--- config.mk ---
export PLATFORM = sky130hd
export DESIGN_NAME = mem_access_unit
export DESIGN_NICKNAME = d
export VERILOG_FILES = /design/src/rtl/mem_access_unit.sv
export SDC_FILE = /design/constraint.sdc
export NUM_CORES = 1
export LEC_CHECK = 0
export CORE_UTILIZATION = 40
export DETAILED_ROUTE_END_ITERATION = 6
export PLACE_DENSITY = 0.74
export RECOVER_POWER = 100
export SKIP_CTS_REPAIR_TIMING = 1
export SLEW_MARGIN = 25
export SYNTH_ARGS = -nofsm -noshare
export SYNTH_HDL_FRONTEND = slang
export SYNTH_SLANG_ARGS = --single-unit
--- constraint.sdc ---
create_clock -name CLK -period 2.99 [get_ports CLK]
set_input_delay 0.299 -clock CLK [delete_from_list [all_inputs] [get_ports CLK]]
set_output_delay 0.299 -clock CLK [all_outputs]
set_load 0.005 [all_outputs]
--- src/rtl/mem_access_unit.sv ---
// Load/store sequencer between the pipeline and the byte-addressed data memory.
// Build option: define MISALIGN_TRAP_EN to report misaligned halfword/word accesses as errors.
module mem_access_unit #(
  parameter int MEM_BYTES = 256,
  parameter int FUNCT_W   = 3
) (
  input  logic               CLK,
  input  logic               Reset,
  input  logic               req_valid,
  output logic               req_ready,
  input  logic               req_store,
  input  logic [FUNCT_W-1:0] req_funct3,
  input  logic [31:0]        req_addr,
  input  logic [31:0]        req_wdata,
  output logic               rsp_valid,
  input  logic               rsp_ready,
  output logic [31:0]        rsp_rdata,
  output logic               rsp_err,
  output logic [31:0]        mem_address,
  output logic [31:0]        mem_datain,
  output logic [3:0]         mem_wme,
  input  logic [7:0]         mem_do0,
  input  logic [7:0]         mem_do1,
  input  logic [7:0]         mem_do2,
  input  logic [7:0]         mem_do3
);

  typedef enum logic [1:0] {IDLE, ACCESS, RESP} state_e;

  localparam logic [FUNCT_W-1:0] F_B  = FUNCT_W'(3'b000);
  localparam logic [FUNCT_W-1:0] F_H  = FUNCT_W'(3'b001);
  localparam logic [FUNCT_W-1:0] F_W  = FUNCT_W'(3'b010);
  localparam logic [FUNCT_W-1:0] F_BU = FUNCT_W'(3'b100);
  localparam logic [FUNCT_W-1:0] F_HU = FUNCT_W'(3'b101);

  state_e             state_q, state_d;
  logic               store_q, store_d;
  logic [FUNCT_W-1:0] funct3_q, funct3_d;
  logic               err_q, err_d;
  logic [31:0]        mem_address_q, mem_address_d;
  logic [31:0]        mem_datain_q, mem_datain_d;
  logic               rsp_valid_q, rsp_valid_d;
  logic [31:0]        rsp_rdata_q, rsp_rdata_d;
  logic               rsp_err_q, rsp_err_d;

  logic [2:0]  req_size;
  logic [32:0] req_last_byte;
  logic        req_illegal;
  logic        req_range_err;
  logic        req_misalign;
  logic [31:0] load_ext;

  // Request classification, evaluated only when a request is accepted in IDLE.
  always_comb begin
    req_size    = 3'd1;
    req_illegal = 1'b0;
    case (req_funct3)
      F_B:       req_size = 3'd1;
      F_H:       req_size = 3'd2;
      F_W:       req_size = 3'd4;
      F_BU:      begin req_size = 3'd1; req_illegal = req_store; end
      F_HU:      begin req_size = 3'd2; req_illegal = req_store; end
      default:   req_illegal = 1'b1;
    endcase
    // 33-bit sum so that an access wrapping past 0xFFFFFFFF is caught as out of range.
    req_last_byte = {1'b0, req_addr} + 33'(req_size) - 33'd1;
    req_range_err = req_last_byte >= 33'(MEM_BYTES);
`ifdef MISALIGN_TRAP_EN
    req_misalign = ((req_size == 3'd2) && req_addr[0]) ||
                   ((req_size == 3'd4) && (req_addr[1:0] != 2'b00));
`else
    req_misalign = 1'b0;
`endif
  end

  always_comb begin
    load_ext = '0;
    case (funct3_q)
      F_B:     load_ext = {{24{mem_do0[7]}}, mem_do0};
      F_BU:    load_ext = {24'b0, mem_do0};
      F_H:     load_ext = {{16{mem_do1[7]}}, mem_do1, mem_do0};
      F_HU:    load_ext = {16'b0, mem_do1, mem_do0};
      F_W:     load_ext = {mem_do3, mem_do2, mem_do1, mem_do0};
      default: load_ext = '0;
    endcase
  end

  // NOTE: every signal gets its hold value first so no path through the case leaves it unassigned (no latches).
  always_comb begin
    state_d       = state_q;
    store_d       = store_q;
    funct3_d      = funct3_q;
    err_d         = err_q;
    mem_address_d = mem_address_q;
    mem_datain_d  = mem_datain_q;
    rsp_valid_d   = rsp_valid_q;
    rsp_rdata_d   = rsp_rdata_q;
    rsp_err_d     = rsp_err_q;
    case (state_q)
      IDLE: begin
        if (req_valid) begin
          state_d       = ACCESS;
          store_d       = req_store;
          funct3_d      = req_funct3;
          err_d         = req_illegal || req_range_err || req_misalign;
          mem_address_d = req_addr;
          mem_datain_d  = req_wdata;
        end
      end
      ACCESS: begin
        state_d     = RESP;
        rsp_valid_d = 1'b1;
        rsp_err_d   = err_q;
        rsp_rdata_d = (store_q || err_q) ? 32'd0 : load_ext;
      end
      RESP: begin
        if (rsp_ready) begin
          state_d     = IDLE;
          rsp_valid_d = 1'b0;
        end
      end
      default: state_d = IDLE;
    endcase
  end

  // NOTE: sequential state uses non-blocking assignments so every flop samples pre-edge values.
  always_ff @(posedge CLK or posedge Reset) begin
    if (Reset) begin
      state_q       <= IDLE;
      store_q       <= 1'b0;
      funct3_q      <= '0;
      err_q         <= 1'b0;
      mem_address_q <= '0;
      mem_datain_q  <= '0;
      rsp_valid_q   <= 1'b0;
      rsp_rdata_q   <= '0;
      rsp_err_q     <= 1'b0;
    end else begin
      state_q       <= state_d;
      store_q       <= store_d;
      funct3_q      <= funct3_d;
      err_q         <= err_d;
      mem_address_q <= mem_address_d;
      mem_datain_q  <= mem_datain_d;
      rsp_valid_q   <= rsp_valid_d;
      rsp_rdata_q   <= rsp_rdata_d;
      rsp_err_q     <= rsp_err_d;
    end
  end

  // Write enables come only from registered state, so Reset drops them asynchronously.
  always_comb begin
    mem_wme = 4'b0000;
    if ((state_q == ACCESS) && store_q && !err_q) begin
      case (funct3_q)
        F_B:     mem_wme = 4'b0001;
        F_H:     mem_wme = 4'b0011;
        F_W:     mem_wme = 4'b1111;
        default: mem_wme = 4'b0000;
      endcase
    end
  end

  assign req_ready   = (state_q == IDLE);
  assign rsp_valid   = rsp_valid_q;
  assign rsp_rdata   = rsp_rdata_q;
  assign rsp_err     = rsp_err_q;
  assign mem_address = mem_address_q;
  assign mem_datain  = mem_datain_q;

endmodule
==> results.toml <==
[status]
outcome = "finished with violations"
violations = "max-capacitance violations, max-slew violations, negative setup slack"

[placement]
post-dp-hpwl_um = 14610
io_buffers = 206
place_congestion = 0.8790
place_inst = 1073

[logic_synthesis]
syn_inst = 622
synth_top_cell_area_share_pct = 42.77
ys_seq_elements = 105
synth_area_leaders = "dfrtp_1, mux2_2, ha_1, a21oi_1, nand2_1"
synth_ff_type = "dfrtp_1"
syn-num-nets = 761
yosysTopAreaCell = "dfrtp_1"
synth_edf_count = 0
async_flop_share_pct = 100.0
synth_most_common_cell = "dfrtp_1"
yosysSeqAreaShare_pct = 42.77
syn_area_um2 = 6143
yosysUniqueCellTypes = 71
synth_top_cells_by_count = "dfrtp_1, mux2_2, a21oi_1, nand2_1, inv_1"
synth_area_per_cell_um2 = 9.877
yosysWarnings = 0

[worst_setup_path]
critPathSlowestCell = "or3_1"
path_cells = "buf_6 -> nor2_4 -> nand2_2 -> buf_4 -> ha_4 -> inv_1 -> ha_1 -> a211oi_2 -> o211ai_1 -> buf_4 -> nand4_1 -> nand4_1 -> a21oi_2 -> a211oi_2 -> or3_1 -> o311ai_0 -> a31oi_1"
cp_max_fo = 4
critical_path.n_buffers_inverters = 4
crit_required_ns = 3.21
worstSetupPathType = "primary input to register"
arrival_ns = 3.28
cp_slowest_stage_delay_ns = 0.37
cp_top_family = "compound AO/OA/AOI/OAI gates"
end_kind = "register"
cp-start-kind = "primary input"

[final_layout]
fin_util_pct = 64.37
final_cell_count_no_fill = 1095
syn_to_final_growth_pct = 54.60
layout-drive-gt1-share_pct = 23.71
final_nets = 1045
diodes = 0

[timing]
final_max_slew_viol_count = 71
fin_crit_sh_pct = 102.1
tns_ns = -0.06362
min_period_ns = 3.054
worstMarginPinSlew_ns = 1.785
max_freq_mhz = 327.5
rsz0062_at_grt = "true"
max_slew_margin_pct = -18.98
setup_viol = 1
fin_worst_skew_ns = 0.007331
final_hold_viol_count = 0
fin_ws_ns = -0.06362

[clock_network]
clock_sinks = 105
clk-insertion-delay-late_ns = 0.36
clk_pin_slew_worst_paths_ns = 0.08
cts.path.max_buffers = 2
cts_max_level = 3
cts_root_buffer = "clkbuf_16"
tritoncts = "built"
cts_buffers = 9

[drt]
vias = 5789
drc_errors = 0
wl_per_cell_um = 17.21
firstDrtPassIters = 4
wl_um = 18850
via_per_inst = 5.287
drtAntennaViolNets = 0
drt-initial-drc-count = 279

[floorplan]
num_rows = 44
die_w_um = 125.9
io_pins = 207
start_util_pct = 41.64
core-area_um2 = 14750
die_area_um2 = 15860
die_h_um = 125.9

[global_route]
grt_pass1_vias = 6100
grt_start_max_net_pins = 71
grt_pass1_wl_um = 30730
antenna_found_initial = 0
grt-ovfl-total = 0
grt.total_usage_pct = 24.21

[worst_hold_path]
min_path_type = "primary input to register"

[power]
powerDensity_nw_per_um2 = 640.6
p_leak_nw = 4.321
peakVddDrop_mv = 0.4321
power.total_mw = 6.084

[run]
max-cap-violations = 1
-- worst paths after layout --
kind	startpoint	end	slack [ns]	depth (start not counted)
worst max-delay path	req_funct3[2]	err_q$_DFFE_PP0P_	-0.06	17
worst min-delay path	req_funct3[1]	funct3_q[1]$_DFFE_PP0P_	0.19	2
worst max register to register	state_q[1]$_DFFE_PP0P_	mem_address[21]$_DFFE_PP0P_	0.33	3
worst min register to register	rsp_rdata[28]$_DFFE_PP0P_	rsp_rdata[28]$_DFFE_PP0P_	0.47	2
max in group asynchronous	Reset	rsp_rdata[2]$_DFFE_PP0P_	0.58	3
min in group asynchronous	Reset	mem_datain[9]$_DFFE_PP0P_	0.64	2
-- flip-flops by register name (all words and copies together) (netlist names) --
register and count:
state_q 2, err_q 1, store_q 1, rsp_rdata 32, rsp_err 1, rsp_valid 1
mem_address 32, mem_datain 32, funct3_q 3
-- kinds of logic after synthesis --
logic type | share of synthesized area, %
AND/OR/NAND/NOR | 11.87
adder cells (fa/ha/maj) | 7.251
AO/OA/AOI/OAI | 17.84
multiplexers | 13.99
buffers and inverters | 4.847
XOR/XNOR | 1.426
flip-flops | 42.77
-- cells in the final DEF (no fill, tap or decap), types with 5 or more instances in the layout --
cell | netlist | routed
clkbuf_16 | 0 | 9
o211ai_1 | 5 | 5
nand4_1 | 8 | 8
dlygate4sd3_1 | 0 | 104
mux2i_1 | 6 | 6
ha_1 | 34 | 30
or3_1 | 6 | 6
nand2_1 | 59 | 57
nor3_1 | 8 | 8
clkdlybuf4s50_1 | 0 | 95
nor2_1 | 21 | 20
nor2b_1 | 8 | 7
a22o_1 | 8 | 8
mux2_2 | 70 | 70
nand3_1 | 9 | 9
o21ai_0 | 36 | 34
o21a_1 | 5 | 5
a21oi_1 | 59 | 58
xor2_1 | 6 | 6
a31oi_1 | 7 | 6
inv_1 | 48 | 43
dfrtp_1 | 105 | 105
nand2b_1 | 6 | 5
a21o_1 | 8 | 8
buf_4 | 2 | 89
-- area by class of cell --
| cell class | instances | area (µm²) |
|---|---|---|
| clock buffers | 10 | 229.0 |
| clock inverters | 6 | 57.56 |
| fillers | 1189 | 5256 |
| inverters | 48 | 183.9 |
| multi-input cells | 440 | 3385 |
| flip-flops and latches | 105 | 2628 |
| well taps | 184 | 230.2 |
| repair buffers | 302 | 2785 |
-- metrics by stage --
stage | hold WS, ns | worst slack, ns | area (µm²)
final | 0.1858 | -0.06362 | 9498
after global routing | 0.1872 | -0.2448 | 9498
after CTS | 0.3766 | -0.4691 | 9301
after detailed placement | 0.4701 | -0.8414 | 9015
after global placement | 0.4599 | -0.6836 | 9015
after floorplan | 0.4063 | 0.03703 | 6147
-- power breakdown --
group	switching [mW]	internal, mW
combinational	1.12	1.60
clock	0.589	0.587
sequential	0.274	1.91
-- per-layer routing --
layer	track usage, %	routed length (µm)	vias up
li1	-	-	2806
met1	30.49	8099	2778
met2	41.18	9272	170
met3	4.291	932	35
met4	9.639	541	0
met5	0	0	-
Power figures use the tool's default switching activity.
==> patch, RTL diff (same settings) <==
`FUNCT_W`: 3 -> 2.
--- a/src/rtl/mem_access_unit.sv
+++ b/src/rtl/mem_access_unit.sv
@@ -2,7 +2,7 @@
 // Build option: define MISALIGN_TRAP_EN to report misaligned halfword/word accesses as errors.
 module mem_access_unit #(
   parameter int MEM_BYTES = 256,
-  parameter int FUNCT_W   = 3
+  parameter int FUNCT_W   = 2
 ) (
   input  logic               CLK,
   input  logic               Reset,
Ports: changed (resized req_funct3); port bits go from 207 to 206. No check against the original RTL was run, so the function may have changed too.
==> patch against the unedited design <==
The flow still finishes with violations (max-capacitance violations, max-slew violations, negative setup slack). Count of clock-buffer cells in the layout increased by 1. Power decreased by 0.21%. Register-to-register slack improved by 0.37 ns. Sequential share of layout area decreased by 1.3 points. Cell area increased by 4.1%. Area after synthesis increased by 3.0%. Worst setup slack got worse by 0.24 ns. Non-clock buffer count increased by 25. Routed wire length decreased by 2.9%. Sequential cell count decreased by 1. Global-route usage decreased by 0.86 points. Critical path type unchanged.
==> patch: results <==
{
  "power.static_leakage_nw": 4.48,
  "gp_congestion": 0.909,
  "outcome": "finished with violations",
  "place_hpwl_mm": 14.5,
  "yosysUniqueCellTypes": 72,
  "nNetsFinal": 1100,
  "fin_worst_skew_ns": 0.0108,
  "grt_pass1_wl_mm": 30.1,
  "track_usage_pct": 23.4,
  "synth-main-ff-cell": "dfrtp_1",
  "crit_fanout": 4,
  "timing.rr.end": "err_q",
  "yosysSeqAreaShare_pct": 41.1,
  "max-slew-margin-rel_pct": -6.77,
  "setup_viol": 1,
  "violations": "max-capacitance violations, max-slew violations, negative setup slack",
  "r2r-start": "state_q[1]",
  "r2r_slack_ns": 0.70,
  "vdd_drop_max_mv": 0.439,
  "layout_setup_ws_ns": -0.301,
  "port-buffer-count": 205,
  "wl_per_cell_um": 15.6,
  "cp.arrival_ns": 3.53,
  "grt_pass1_vias": 6054,
  "r2r_cells": 9,
  "ys_top_cells_by_area": "dfrtp_1 (41%), mux2_2 (12%), ha_1 (8.1%), a21oi_1 (4.9%), o21ai_0 (3.7%)",
  "cp_top_family": "simple AND/OR/NAND/NOR gates",
  "cp-startpoint": "req_funct3[1]",
  "num_vias": 5975,
  "async_flop_share_pct": 100,
  "drtPass1Iterations": 5,
  "cap_violations": 2,
  "drive_gt1_share_pct": 26.3,
  "grt_max_degree": 72,
  "drtIter0Drc": 193,
  "final_max_slew_viol_count": 67,
  "switching_power_mw": 1.97,
  "synthTopCellsByCount": "dfrtp_1 (104), mux2_2 (66), a21oi_1 (62)",
  "syn_nets": 799
}
## patch: metrics by stage
stage	hold WS (ns)	worst slack [ns]	cells	TNS (ns)	area, um2
2_1_floorplan	0.406	-0.0670	654	-0.0670	6480
3_3_place_gp	0.460	-0.858	1154	-0.858	9540
3_5_place_dp	0.470	-0.914	1154	-0.914	9540
4_1_cts	0.308	-0.544	1170	-0.544	9850
5_1_grt	0.240	-0.401	1171	-0.401	9890
6_report	0.243	-0.301	1171	-0.301	9890
## patch: cell type report
class                      count  area, um2
fill                        1309       5430
tap                          211        264
sequential                   104       2600
inverter                      57        235
timing repair buffer         327       2980
multi-input combinational    456       3500
clock inverter                 5       51.3
clock buffer                  11        253
## patch: kinds of logic after synthesis
logic type | count (synthesis) | synth area share [%]
AOI/OAI and AO/OA | 185 | 18.9
and+or+nand+nor | 154 | 12.2
DFF | 104 | 41.1
buffers and inverters | 94 | 6.29
muxes | 67 | 11.9
adders and majority gates | 42 | 8.42
xor gates and xnor gates | 8 | 1.11
## patch: worst min-delay path by stage
stage                  start  cells after the start             end  slack, ns
2_1_floorplan      rsp_ready                      1      state_q[1]       0.41
3_3_place_gp   rsp_rdata[17]                      2   rsp_rdata[17]       0.46
3_5_place_dp   rsp_rdata[26]                      2   rsp_rdata[26]       0.47
4_1_cts                Reset                      2   mem_datain[8]       0.31
5_1_grt          req_addr[1]                      2  mem_address[1]       0.24
6_report         req_addr[1]                      2  mem_address[1]       0.24
## patch: layer usage
| metal | part of all wire (%) | vias up | global-route usage (%) |
|---|---|---|---|
| li1 | - | 2944 | - |
| met1 | 41 | 2821 | 27.8 |
| met2 | 50 | 194 | 41.3 |
| met3 | 7.8 | 16 | 6.64 |
| met4 | 1.2 | 0 | 6.02 |
| met5 | 0 | - | 0 |
## patch: power groups by stage
stage	Sequential [mW]	Combinational (mW)	Clock (mW)
after CTS	2.16	2.94	1.24
after global routing	2.20	3.00	1.30
after global placement	2.15	2.90	0
final	2.13	2.73	1.21
after detailed placement	2.19	2.92	0
after floorplan	2.19	1.32	0
